### src/rtl/data_memory_arbiter.sv
// rtl/data_memory_arbiter.sv - round-robin arbiter sharing one single-port data memory between two requesters
// Control and address lines toward the memory are registered so they are stable across the whole access cycle.
module data_memory_arbiter #(
  parameter int ADDR_WIDTH = 32,
  parameter int DATA_WIDTH = 32,
  parameter int MEM_DEPTH  = 8
) (
  input  logic                  clock_in,
  input  logic                  reset,
  input  logic                  a_req,
  input  logic                  a_write,
  input  logic [ADDR_WIDTH-1:0] a_address,
  input  logic [DATA_WIDTH-1:0] a_writeData,
  output logic                  a_ack,
  output logic [DATA_WIDTH-1:0] a_readData,
  output logic                  a_error,
  input  logic                  b_req,
  input  logic                  b_write,
  input  logic [ADDR_WIDTH-1:0] b_address,
  input  logic [DATA_WIDTH-1:0] b_writeData,
  output logic                  b_ack,
  output logic [DATA_WIDTH-1:0] b_readData,
  output logic                  b_error,
  output logic [ADDR_WIDTH-1:0] address,
  output logic [DATA_WIDTH-1:0] writeData,
  output logic                  memWrite,
  output logic                  memRead,
  input  logic [DATA_WIDTH-1:0] readData,
  output logic                  busy
);

  localparam logic [1:0] IDLE     = 2'd0;
  localparam logic [1:0] ACCESS_A = 2'd1;
  localparam logic [1:0] ACCESS_B = 2'd2;

  localparam logic [ADDR_WIDTH-1:0] DEPTH_LIMIT = ADDR_WIDTH'(MEM_DEPTH);

  logic [1:0] state;
  logic [1:0] nextState;
  logic       lastGrant;
  logic       cmdWrite;
  logic       cmdError;
  logic       aEligible;
  logic       bEligible;
  logic       aInRange;
  logic       bInRange;

  // A port that is being served or is still showing its ack cannot re-enter arbitration.
  assign aEligible = a_req & ~a_ack & (state != ACCESS_A);
  assign bEligible = b_req & ~b_ack & (state != ACCESS_B);
  assign aInRange  = a_address < DEPTH_LIMIT;
  assign bInRange  = b_address < DEPTH_LIMIT;
  assign busy      = (state != IDLE);

  always_comb begin
    nextState = IDLE;
    if (aEligible && bEligible) begin
      nextState = lastGrant ? ACCESS_A : ACCESS_B;
    end else if (aEligible) begin
      nextState = ACCESS_A;
    end else if (bEligible) begin
      nextState = ACCESS_B;
    end
  end

  always_ff @(posedge clock_in or posedge reset) begin
    if (reset) begin
      state      <= IDLE;
      lastGrant  <= 1'b1;
      cmdWrite   <= 1'b0;
      cmdError   <= 1'b0;
      address    <= '0;
      writeData  <= '0;
      memWrite   <= 1'b0;
      memRead    <= 1'b0;
      a_ack      <= 1'b0;
      a_error    <= 1'b0;
      a_readData <= '0;
      b_ack      <= 1'b0;
      b_error    <= 1'b0;
      b_readData <= '0;
    end else begin
      a_ack <= 1'b0;
      b_ack <= 1'b0;

      // Complete the transaction held in the command register.
      if (state == ACCESS_A) begin
        a_ack   <= 1'b1;
        a_error <= cmdError;
        if (!cmdWrite) begin
          a_readData <= cmdError ? '0 : readData;
        end
      end
      if (state == ACCESS_B) begin
        b_ack   <= 1'b1;
        b_error <= cmdError;
        if (!cmdWrite) begin
          b_readData <= cmdError ? '0 : readData;
        end
      end

      state <= nextState;
      case (nextState)
        ACCESS_A: begin
          lastGrant <= 1'b0;
          cmdWrite  <= a_write;
          cmdError  <= ~aInRange;
          address   <= a_address;
          writeData <= a_writeData;
          memWrite  <= aInRange & a_write;
          memRead   <= aInRange & ~a_write;
        end
        ACCESS_B: begin
          lastGrant <= 1'b1;
          cmdWrite  <= b_write;
          cmdError  <= ~bInRange;
          address   <= b_address;
          writeData <= b_writeData;
          memWrite  <= bInRange & b_write;
          memRead   <= bInRange & ~b_write;
        end
        default: begin
          memWrite <= 1'b0;
          memRead  <= 1'b0;
        end
      endcase
    end
  end

endmodule

### config.mk
export PLATFORM = sky130hd
export DESIGN_NAME = data_memory_arbiter
export DESIGN_NICKNAME = d
export VERILOG_FILES = /design/src/rtl/data_memory_arbiter.sv
export SDC_FILE = /design/constraint.sdc
export NUM_CORES = 1
export LEC_CHECK = 0
export ABC_AREA = 0
export CAP_MARGIN = 20
export CORE_MARGIN = 4
export CORE_UTILIZATION = 40
export CTS_BUF_LIST = sky130_fd_sc_hd__clkbuf_2
export DETAILED_ROUTE_END_ITERATION = 8
export PLACE_DENSITY = 0.81
export SLEW_MARGIN = 5
export SYNTH_ARGS = -nofsm -noshare
export SYNTH_HDL_FRONTEND = slang
export SYNTH_SLANG_ARGS = --single-unit
### constraint.sdc
create_clock -name clock_in -period 7.9 [get_ports clock_in]
set_input_delay 0.79 -clock clock_in [delete_from_list [all_inputs] [get_ports clock_in]]
set_output_delay 0.79 -clock clock_in [all_outputs]
set_load 0.03 [all_outputs]
## Yosys cells after proc, flatten, opt, wreduce, memory -nomap -nowiden

Index checks and enable logic that the tools add are counted.

- Div/mod/pow operators: 0
- Add/sub/neg operators: 0
- Bitwise gates (word level): 15
- Mux-type cells: 14
- Multiply operators: 0
- Reductions and logical operators: 5
- Equal/unequal tests: 6
- Magnitude comparators: 2
- Shift operators: 0

Operator list:

| kind | count |
|---|---|
| $pmux W32 S2 | 2 |
| $lt A32 B4 Y1 const B | 2 |
| $mux W32 | 1 |
| $pmux W1 S2 | 5 |
| $and A1 B1 Y1 | 8 |
| $mux W2 | 4 |
| $not A1 Y1 | 7 |
| $eq A2 B1 Y1 const B | 2 |
| $eq A2 B2 Y1 const B | 2 |
| $reduce_and A2 Y1 | 2 |
| $reduce_bool A2 Y1 | 2 |
| $mux W1 | 2 |
| $ne A2 B1 Y1 const B | 1 |
| $ne A2 B2 Y1 const B | 1 |
| $logic_and A1 B1 Y1 | 1 |

- Output and inout port bits: 135
- Word-level logic and storage cells: 56
- Bits in read-only memories: 0
- Flip-flop bits (word level): 139
- RAM bits: 0
- Memories: 0
- Bits in latches: 0
- Input port bits: 166

## Longest topological paths before layout

Gate-level depths: netlist (run 1).

- Word-level depth: 8
- Depth in mapped cells: 10
- Mapped depth without buffers: 9

## Worst setup path after synthesis (run 1)

No wires, ideal clock.

- Path type: input to register
- From: input port a_req
- To: register writeData[17]
- Arrival time: 2502 ps
- Library setup time: 77 ps
- Setup slack: 5321 ps
- Stages: 10
- Data required time: 7823 ps
- Buffers on the path: 3
- Cells stage by stage: nor2b_1 nand2_1 maj3_1 nor2b_1 ha_1 buf_2 buf_2 clkbuf_1 nand2_1 o21ai_1

- Word-level cells in the longest chain between the ends: 6
- Elaborated cells between the ends (all ways): 9
- Classes of those cells: eq/ne: 2; mux: 3; bitwise: 2; reduce/logical: 2

Ends and longest elaborated chain:

| element | line | text |
|---|---|---|
| start, declared | 10 | `input logic a_req,` |
| $and A1 B1 Y1 * (2 in series) | 49 | `assign aEligible = a_req & ~a_ack & (state != ACCESS_A);` |
| $mux W2 or $logic_and A1 B1 Y1 (tied branches) | 59, 57 |  |
| $mux W2 * | 57 | `if (aEligible && bEligible) begin` |
| net nextState[1] | 39 | `logic [1:0] nextState;` |
| $eq A2 B2 Y1 or $eq A2 B1 Y1 (tied branches) | 103 | `case (nextState)` |
| $pmux W32 S2 or $reduce_bool A2 Y1 (tied branches) | - |  |
| end signal, assigned | 109 | `writeData <= a_writeData;` |
| end signal, assigned | 118 | `writeData <= b_writeData;` |
| end, declared | 25 | `output logic [DATA_WIDTH-1:0] writeData,` |

The timed path passes the listed nets; every way through them passes the cells marked *.
A chain may end at the register's enable or synchronous reset.

## Worst setup path after layout (run 1)

- From: input port b_req
- To: register cmdError

- Word-level cells in the longest chain between the ends: 7
- Elaborated cells between the ends (all ways): 10
- Classes of those cells: eq/ne: 2; mux: 4; bitwise: 2; reduce/logical: 2

Ends and longest elaborated chain:

| element | line | text |
|---|---|---|
| start, declared | 17 | `input logic b_req,` |
| $and A1 B1 Y1 * (2 in series) | 50 | `assign bEligible = b_req & ~b_ack & (state != ACCESS_B);` |
| $mux W2 | 61 | `end else if (bEligible) begin` |
| $mux W2 | 59 | `end else if (aEligible) begin` |
| $mux W2 * | 57 |  |
| $eq A2 B2 Y1 or $eq A2 B1 Y1 (tied branches) | 103 |  |
| $pmux W1 S2 or $reduce_bool A2 Y1 (tied branches) | - |  |
| end signal, assigned | 107 | `cmdError <= ~aInRange;` |
| end signal, assigned | 116 | `cmdError <= ~bInRange;` |
| end, declared | 42 | `logic cmdError;` |

Mark *: on every way between the ends. The rest lies on a longest branch, timed or not.

==> impl_metrics.toml, run 1 <==
[yosys]
synth_top_family_by_area = "simple AND/OR/NAND/NOR gates"
mappedNetlistArea_mm2 = 0.00603
yosys.area_share.adder_pct = 0.768
post_synth_inst_count = 586
yosys_register_bits = 139
synthesis.yosys.warnings = 0
synth.area.mux_share_pct = 11.4
post_synth_num_cell_types = 31
synth_ff_type = "sky130_fd_sc_hd__dfrtp_1"
synth_simple_gate_area_share_pct = 15.5
synth_enable_flop_cells = 0
synth.avg_cell_area_um2 = 10.3
xor_and_xnor_area_share_after_synthesis_pct = 0
fraction_of_the_mapped_netlist_area_in_compound_gates_pct = 11.1
share_of_synthesized_flip_flops_with_an_asynchronous_set_or_reset_pct = 100
synth.net_count = 754
synth_seq_area_share_pct = 57.7

[sta]
fin_skew_ps = 24.8
fmaxAchievable_ghz = 0.299
finalMaxSlewViolations = 0
fin_setup_tns_ps = 0
timing.slew.headroom_pct = 34.7
report.final.hold_viol_count = 0
max_slew.worst_pin.slew_ps = 979
final.period_utilization_pct = 42.3
post-route-min-period_ps = 3340
rsz0062_at_grt = "false"
setup_violators_final = 0
final.hold.worst_slack_ps = 507
setup_ws_ps = 4560

[cts]
number_of_setup_buffers_added_after_cts = 0
ctsResizeCount = 0
clockBufferDepth = 2
clk_pin_slew_worst_paths_ps = 180
clkLatencyLatePin_ps = 680
cts-root-buf = "sky130_fd_sc_hd__clkbuf_2"
clock_sink_count = 139
cts_inserted_buffers = 17
cts_htree_levels = 4
clock_tree_from_tritoncts = "done"
hold_buffers = 0

[setup_path]
critical_path_class = "input port to flop"
critPathMaxFanout = 58
endpoint_kind = "flop"
arrival_ps = 3920
critical_path.startpoint_type = "input port"
timing.critical_path.required_ps = 8480

[floorplan]
placeableCoreArea_mm2 = 0.0146
i_o_pin_cnt = 301
dieArea_mm2 = 0.0171
starting_density_of_the_core_pct = 41.2
core.rowCount = 44
die_x_um = 131
dieHeight_um = 131

[min_path]
tightest_hold_check_type = "flop to flop"

[power_and_ir_drop]
netSwitchingPower_w = 0.00177
sw_frac_of_total_pct = 44.9
power.internal_w = 0.00217
power.ir.vdd_worst_mv = 0.204
power.clock.fraction_pct = 12.1
power.sequential.fraction_pct = 31.7
totalPowerFinal_w = 0.00394
power.share.combinational_pct = 56.2
leakage_nw = 3.92
power_density_mw_per_mm2 = 417

[drt]
met1_layer_wirelength_in_the_final_routing_mm = 6.92
drc_errors = 0
drt_pass1_iterations = 4
met2WireLength_mm = 8.81
detailroute.via_count = 5256
drtAntennaViolNets = 0
postRouteWirelength_mm = 17.9
routed_via_density = 4.92
drt_iter0_markers = 188
drt-wirelength-per-cell_um = 16.7
wl_met3_mm = 1.64
top_signal_layer_used = "met4"

[cells_and_area]
postLayoutCoreUtil_pct = 64.5
finalNetCount = 1039
layout-area-overhead-vs-synth_pct = 56.7
layout_cells_sized_above_1_pct = 5.54

[global_routing]
antenna_found_initial = 1
gr-usage-all-layers_pct = 20.7
first_global_vias = 5338
grt.overflow.total = 0
first_pass_grt_wire_length_mm = 27.2
grt_max_degree = 134

[run_status]
status = "finished, final reports clean"

[placed_design]
io_buffer_count = 300
dpl_worst_slack_ps = 3820
detailed_place_hpwl_mm = 13.5
gp_congestion = 0.814

[run]
drv_cap = 0
-- power groups by stage --
stage	logic, W	registers (W)	clock network, W
after global routing	0.00238	0.00129	0.000524
after floorplan	0.000678	0.00187	0
after detailed placement	0.00222	0.00127	0
after CTS	0.00222	0.00125	0.000494
final	0.00222	0.00125	0.000477
after global placement	0.00219	0.00125	0
-- synthesized netlist by cell type, types with 2 or more instances --
master,n,area (um2)
sky130_fd_sc_hd__nor2_1,2,7.51
sky130_fd_sc_hd__nand3b_1,2,15.0
sky130_fd_sc_hd__mux2i_1,65,651
sky130_fd_sc_hd__nand2_1,132,495
sky130_fd_sc_hd__nor4_1,12,75.1
sky130_fd_sc_hd__o21ai_0,36,180
sky130_fd_sc_hd__ha_1,2,25.0
sky130_fd_sc_hd__buf_2,19,95.1
sky130_fd_sc_hd__nand2b_1,36,225
sky130_fd_sc_hd__clkbuf_1,13,48.8
sky130_fd_sc_hd__inv_1,3,11.3
sky130_fd_sc_hd__mux2_2,3,33.8
sky130_fd_sc_hd__and4_1,4,35.0
sky130_fd_sc_hd__a21oi_1,3,15.0
sky130_fd_sc_hd__o21ai_1,93,465
sky130_fd_sc_hd__buf_4,8,60.1
sky130_fd_sc_hd__dfrtp_1,138,3450
sky130_fd_sc_hd__nor2b_1,2,12.5
-- worst max-delay path: stages --
cell and delay [ps]:
sky130_fd_sc_hd__clkdlybuf4s50_1 450, sky130_fd_sc_hd__nand2b_1 80, sky130_fd_sc_hd__or2_1 220, sky130_fd_sc_hd__maj3_2 310
sky130_fd_sc_hd__nand2_1 110, sky130_fd_sc_hd__ha_4 260, sky130_fd_sc_hd__buf_4 740, sky130_fd_sc_hd__nor4b_2 320
sky130_fd_sc_hd__and4_1 260, sky130_fd_sc_hd__a21oi_1 80, sky130_fd_sc_hd__a22o_1 210
-- sequential cells by signal, indices dropped and copies added (netlist names) --
signal	count
lastGrant	1
writeData	32
cmdWrite	1
memRead	1
a_ack	1
cmdError	1
state	2
a_error	1
memWrite	1
address	32
b_readData	32
b_ack	1
a_readData	32
b_error	1
-- per-stage QoR --
stage | instances | cell area (um2)
after CTS | 1066 | 9400
after global routing | 1069 | 9450
after global placement | 1034 | 9110
after detailed placement | 1034 | 9110
final | 1069 | 9450
after floorplan | 586 | 6030
-- worst paths after layout --
kind                                            start                         end  slack (ps)  depth (start not counted)
setup reg to reg                      b_ack$_DFF_PP0_        cmdError$_DFFE_PP0P_        4610                         10
min in group asynchronous                       reset  a_readData[25]$_DFFE_PP0P_         520                          2
max in group asynchronous                       reset    writeData[5]$_DFFE_PP0P_        6020                          3
setup / recovery                                b_req        cmdError$_DFFE_PP0P_        4560                         11
hold reg to reg            a_readData[20]$_DFFE_PP0P_  a_readData[20]$_DFFE_PP0P_         510                          2
hold / removal             a_readData[20]$_DFFE_PP0P_  a_readData[20]$_DFFE_PP0P_         510                          2
-- kinds of logic after synthesis --
group,after synthesis
adder cells (fa/ha/maj),4
AO/OA/AOI/OAI,133
flip-flops,139
AND/OR/NAND/NOR,199
buffers and inverters,43
multiplexers,68
-- cell usage in the layout (no fill, tap or decap), types with 12 or more instances in the layout --
| master | netlist | layout |
|---|---|---|
| sky130_fd_sc_hd__clkdlybuf4s50_1 | 0 | 300 |
| sky130_fd_sc_hd__clkbuf_2 | 0 | 18 |
| sky130_fd_sc_hd__dfrtp_1 | 138 | 138 |
| sky130_fd_sc_hd__o21ai_0 | 36 | 36 |
| sky130_fd_sc_hd__mux2i_1 | 65 | 65 |
| sky130_fd_sc_hd__nor4_1 | 12 | 12 |
| sky130_fd_sc_hd__nand2_1 | 132 | 132 |
| sky130_fd_sc_hd__o21ai_1 | 93 | 93 |
| sky130_fd_sc_hd__nand2b_1 | 36 | 34 |
-- metal layers --
metal	GRT usage (%)	up-vias
met3	7.11	37
met4	7.92	0
met1	24.3	2416
li1	-	2572
met5	0	-
met2	35.1	231
-- area by class of cell --
class                      instances  area (um2)
antenna                            1        2.50
clock buffer                      18        90.1
clock inverter                    14         195
fill                            1224        5200
inverter                           3        16.3
multi-input combinational        404        2350
sequential                       139        3480
tap                              184         230
timing repair buffer             306        3080
Power figures use the tool's default switching activity.
==> inputs of run 2 (changes only) <==
clock period = 3.2 ns   (was 7.9 ns; I/O delays follow)
==> impl_metrics.toml, run 2 (synthesis results as in run 1) <==
[placed_design]
detailed_place_hpwl_mm = 13.7
gp_congestion = 0.826
dpl_worst_slack_ps = 403
io_buffer_count = 300

[drt]
drtAntennaViolNets = 0
drt_pass1_iterations = 4
routed_via_density = 4.96
postRouteWirelength_mm = 18.0
drc_errors = 0
detailroute.via_count = 5302
drt-wirelength-per-cell_um = 16.8
drt_iter0_markers = 229

[cells_and_area]
layout.area.seq_mm2 = 0.00348
layout-area-overhead-vs-synth_pct = 56.1
multi_input_area_mm2 = 0.00235
layout_cells_sized_above_1_pct = 5.09
postLayoutCoreUtil_pct = 64.3
finalNetCount = 1040
most-common-layout-cells = "sky130_fd_sc_hd__clkdlybuf4s50_1, sky130_fd_sc_hd__dfrtp_1, sky130_fd_sc_hd__nand2_1"
filler_instances = 1229
layout.cells.most_common = "sky130_fd_sc_hd__clkdlybuf4s50_1"

[global_routing]
first_pass_grt_wire_length_mm = 27.3
first_global_vias = 5351
grt_max_degree = 140
grt.overflow.total = 0
gr-usage-all-layers_pct = 20.8
antenna_found_initial = 1

[sta]
setup_violators_final = 0
timing.slew.headroom_pct = 31.4
report.final.hold_viol_count = 0
fmaxAchievable_ghz = 0.397
fin_setup_tns_ps = 0
setup_ws_ps = 683
max_slew.worst_pin.slew_ps = 1030
final.period_utilization_pct = 78.7
rsz0062_at_grt = "false"
post-route-min-period_ps = 2520
fin_skew_ps = 15.3
finalMaxSlewViolations = 0

[setup_path]
arrival_ps = 3110
timing.critical_path.required_ps = 3800
path_delay_family = "simple AND/OR/NAND/NOR gates"
critical_path.startpoint_type = "flop"
cpPeakStageDelay_ps = 420
cp-startpoint = "b_ack$_DFF_PP0_"
path_buf_inv = 0
endpoint_kind = "flop"
critical_path.cell_chain = "nand2b_1 -> or2_1 -> maj3_2 -> nand2_1 -> ha_4 -> nor4b_2 -> and4_1 -> a21oi_1 -> a22o_1"
critical_path_class = "flop to flop"
timing.rr.start = "b_ack$_DFF_PP0_"
critPathMaxFanout = 18
worst_path_max_delay_cell = "sky130_fd_sc_hd__dfrtp_1"

[power_and_ir_drop]
power.ir.vdd_worst_mv = 0.479
sw_frac_of_total_pct = 45.4
power.internal_w = 0.00524
leakage_nw = 3.90
power.sequential.fraction_pct = 31.9
netSwitchingPower_w = 0.00436
power.clock.fraction_pct = 10.4
power_density_mw_per_mm2 = 1020
power.share.combinational_pct = 57.7

[cts]
clock_tree_from_tritoncts = "done"
cts-root-buf = "sky130_fd_sc_hd__clkbuf_2"
clock_sink_count = 139
hold_buffers = 0
cts_htree_levels = 4
ctsResizeCount = 0
number_of_setup_buffers_added_after_cts = 0
cts_inserted_buffers = 17
clkLatencyLatePin_ps = 690
clockBufferDepth = 2
clk_pin_slew_worst_paths_ps = 200

[floorplan]
placeableCoreArea_mm2 = 0.0146
core.rowCount = 44
dieArea_mm2 = 0.0171
die_x_um = 131
dieHeight_um = 131
starting_density_of_the_core_pct = 41.2
i_o_pin_cnt = 301

[run_status]
status = "finished, final reports clean"

[min_path]
tightest_hold_check_type = "input port to async pin"

[run]
drv_cap = 0
run 2: routing by layer:
metal | up-vias | part of all wire [%] | global-route usage (%) | wire [um]
met5 | - | 0 | 0 | 0
met4 | 0 | 1.5 | 6.90 | 276
met3 | 16 | 9.7 | 7.93 | 1750
met2 | 219 | 50 | 35.3 | 9030
met1 | 2493 | 38 | 24.2 | 6920
li1 | 2574 | - | - | -
run 2: worst reg2reg max path, delay by kind of cell (launching register included):
family / cells / cell delay (ps)
fa+ha+maj: 2 / 670
simple gates: 5 / 1050
compound gates: 2 / 290
flops: 1 / 420
run 2: worst paths after layout:
check,endpoint,depth (start not counted),slack (ps)
hold / removal,b_readData[19]$_DFFE_PP0P_,3,90
setup reg to reg,cmdError$_DFFE_PP0P_,9,680
setup / recovery,cmdError$_DFFE_PP0P_,9,680
hold reg to reg,a_readData[19]$_DFFE_PP0P_,2,510
min in group clock_in,b_readData[19]$_DFFE_PP0P_,3,180
max in group asynchronous,writeData[0]$_DFFE_PP0P_,3,2430
run 2: power groups by stage:
stage / logic, W / clock network [W] / registers [W]
after floorplan: 0.00167 / 0 / 0.00461
after global placement: 0.00552 / 0 / 0.00308
after detailed placement: 0.00560 / 0 / 0.00311
after CTS: 0.00561 / 0.00103 / 0.00307
after global routing: 0.00594 / 0.00110 / 0.00317
final: 0.00554 / 0.00100 / 0.00306
run 2: cell type report:
| type | instances | share of cell area, % |
|---|---|---|
| Antenna cell | 1 | 0.0266 |
| Clock buffer | 18 | 0.957 |
| Clock inverter | 13 | 1.33 |
| Inverter | 3 | 0.160 |
| Multi-Input combinational cell | 404 | 25.0 |
| Sequential cell | 139 | 37.0 |
| Tap cell | 184 | 2.45 |
| Timing Repair Buffer | 307 | 33.1 |
run 2: per-stage QoR:
| stage | hold slack (ps) | cells | total power [W] | area, um2 |
|---|---|---|---|---|
| finish | 85.2 | 1069 | 0.00960 | 9410 |
| global route | 110 | 1069 | 0.0102 | 9410 |
| CTS | 101 | 1068 | 0.00971 | 9410 |
| detailed placement | 474 | 1037 | 0.00871 | 9200 |
| global placement | 465 | 1037 | 0.00860 | 9200 |
| floorplan | 457 | 586 | 0.00628 | 6030 |
==> inputs of run 3 (changes only) <==
CORE_UTILIZATION = 38   (was 40)
clock period = 2 ns   (was 3.2 ns; I/O delays follow)
==> impl_metrics.toml, run 3 (synthesis results as in run 1) <==
[power_and_ir_drop]
leakage_nw = 4.76
power_density_mw_per_mm2 = 1610
power.ir.vdd_worst_mv = 0.789
sw_frac_of_total_pct = 45.6
power.share.combinational_pct = 58.9
power.sequential.fraction_pct = 29.6
power.internal_w = 0.00889
netSwitchingPower_w = 0.00745
power.clock.fraction_pct = 11.5

[drt]
drt_iter0_markers = 261
postRouteWirelength_mm = 19.7
routed_via_density = 4.90
drtAntennaViolNets = 0
detailroute.via_count = 5605
drc_errors = 0
drt-wirelength-per-cell_um = 17.2
drt_pass1_iterations = 6

[cells_and_area]
finalNetCount = 1086
post_layout_nonfiller_instances = 1143
post-route-cell-area_mm2 = 0.0101
layout-area-overhead-vs-synth_pct = 68.3
most-common-layout-cells = "sky130_fd_sc_hd__clkdlybuf4s50_1, sky130_fd_sc_hd__dfrtp_1, sky130_fd_sc_hd__dlygate4sd2_1"
filler_instances = 1220
layout.cells.most_common = "sky130_fd_sc_hd__clkdlybuf4s50_1"
layout_cells_sized_above_1_pct = 12.8

[setup_path]
timing.critical_path.required_ps = 2560
regToRegSetupSlack_ps = -120
critical_path.startpoint_type = "flop"
critPathMaxFanout = 4
arrival_ps = 2680
critical_path_class = "flop to flop"
worst_path_max_delay_cell = "sky130_fd_sc_hd__dfrtp_2"
endpoint_kind = "flop"
critical_path.cell_chain = "nand2b_4 -> or2_1 -> maj3_2 -> nand2_2 -> ha_4 -> nor4b_4 -> and4_4 -> a21oi_2 -> a22o_1"
cpPeakStageDelay_ps = 440

[global_routing]
first_pass_grt_wire_length_mm = 30.4
antenna_found_initial = 1
grt_max_degree = 65
first_global_vias = 5771
gr-usage-all-layers_pct = 21.6
grt.overflow.total = 0

[cts]
cts-root-buf = "sky130_fd_sc_hd__clkbuf_2"
clk_pin_slew_worst_paths_ps = 200
cts_htree_levels = 4
clockBufferDepth = 2
clkLatencyLatePin_ps = 690
clock_tree_from_tritoncts = "done"
cts_inserted_buffers = 17
clock_sink_count = 139

[floorplan]
dieArea_mm2 = 0.0179
core.rowCount = 45
placeableCoreArea_mm2 = 0.0154
i_o_pin_cnt = 301
die_x_um = 134
starting_density_of_the_core_pct = 39.2
dieHeight_um = 134

[sta]
fin_skew_ps = 32.1
post-route-min-period_ps = 2120
finalMaxSlewViolations = 0
report.final.hold_viol_count = 0
final.period_utilization_pct = 106
fmaxAchievable_ghz = 0.473
rsz0062_at_grt = "true"
max_slew.worst_pin.slew_ps = 625
setup_ws_ps = -116
timing.slew.headroom_pct = 58.4
setup_violators_final = 54
fin_setup_tns_ps = -2000
final.hold.worst_slack_ps = 87.8

[run_status]
violations = "setup timing"
status = "finished, violations left"

[placed_design]
placed_area_mm2 = 0.00945
io_buffer_count = 300
placed_cells = 1084
gp_congestion = 0.834
detailed_place_hpwl_mm = 14.5

[run]
drv_cap = 0

[min_path]
tightest_hold_check_type = "input port to flop"
-- run 3: changes by cell type in the layout (fill, tap and decap cells not counted), moves of 7 or more --
cell and change:
sky130_fd_sc_hd__nand2_1 -13, sky130_fd_sc_hd__o21ai_0 -30, sky130_fd_sc_hd__buf_4 +15, sky130_fd_sc_hd__dlygate4sd3_1 +7, sky130_fd_sc_hd__clkdlybuf4s50_1 -135, sky130_fd_sc_hd__nand2_2 +12
sky130_fd_sc_hd__buf_6 +7, sky130_fd_sc_hd__o21ai_1 +26, sky130_fd_sc_hd__dlygate4sd2_1 +128
-- run 3: area by class of cell --
cell class	instances	area (um2)	area share (%)
flip-flops and latches	139	3480	34.3
multi-input cells	404	2480	24.5
clock buffers	21	105	1.04
clock inverters	11	170	1.68
well taps	211	264	2.60
diodes	1	2.50	0.0247
inverters	3	15.0	0.148
repair buffers	353	3620	35.7
-- run 3: worst max-delay path, delay by kind of cell (launching register included) --
family / cells / cell delay [ps]
AO/OA/AOI/OAI: 2 / 220
flip-flops: 1 / 440
AND/OR/NAND/NOR: 5 / 890
adder cells (fa/ha/maj): 2 / 470
-- run 3: power by group through the flow --
stage | clock [W] | sequential, W | combinational, W
final | 0.00188 | 0.00484 | 0.00963
after global routing | 0.00204 | 0.00503 | 0.0103
after CTS | 0.00192 | 0.00484 | 0.00933
after detailed placement | 0 | 0.00493 | 0.00929
after global placement | 0 | 0.00488 | 0.00915
after floorplan | 0 | 0.00738 | 0.00286
-- run 3: path summary, 6_finish.rpt --
path | startpoint | end | depth (start not counted)
max reg2reg | b_ack$_DFF_PP0_ | cmdError$_DFFE_PP0P_ | 9
max in group asynchronous | reset | writeData[6]$_DFFE_PP0P_ | 4
min in group asynchronous | reset | address[22]$_DFFE_PP0P_ | 3
max | b_ack$_DFF_PP0_ | cmdError$_DFFE_PP0P_ | 9
min reg2reg | a_readData[11]$_DFFE_PP0P_ | a_readData[11]$_DFFE_PP0P_ | 2
min | readData[12] | b_readData[12]$_DFFE_PP0P_ | 3
-- run 3: per-layer routing --
| layer | wire length (um) | GRT usage [%] | share of wire [%] |
|---|---|---|---|
| met1 | 7700 | 25.7 | 39 |
| met2 | 9900 | 37.0 | 50 |
| met3 | 1670 | 7.28 | 8.5 |
| met4 | 396 | 6.86 | 2.0 |
| met5 | 0 | 0 | 0 |
-- run 3: repair_timing --
item / CTS / global route
cloned: 5 / 4
pin swaps: 3 / 2
hold buffers: 4 / 3
setup endpoints to repair: 183 / 76
resized for setup: 176 / 41
endpoints found under the hold margin: 16 / 4
setup buffers: 10 / 1
-- run 3: per-stage QoR --
step / utilization (%) / total power (W) / setup WS [ps]
5_1_grt: 66.0 / 0.0173 / -218
3_5_place_dp: 61.5 / 0.0142 / -347
6_report: 66.0 / 0.0163 / -116
3_3_place_gp: 61.5 / 0.0140 / -325
4_1_cts: 64.5 / 0.0161 / -122
2_1_floorplan: - / 0.0102 / -152
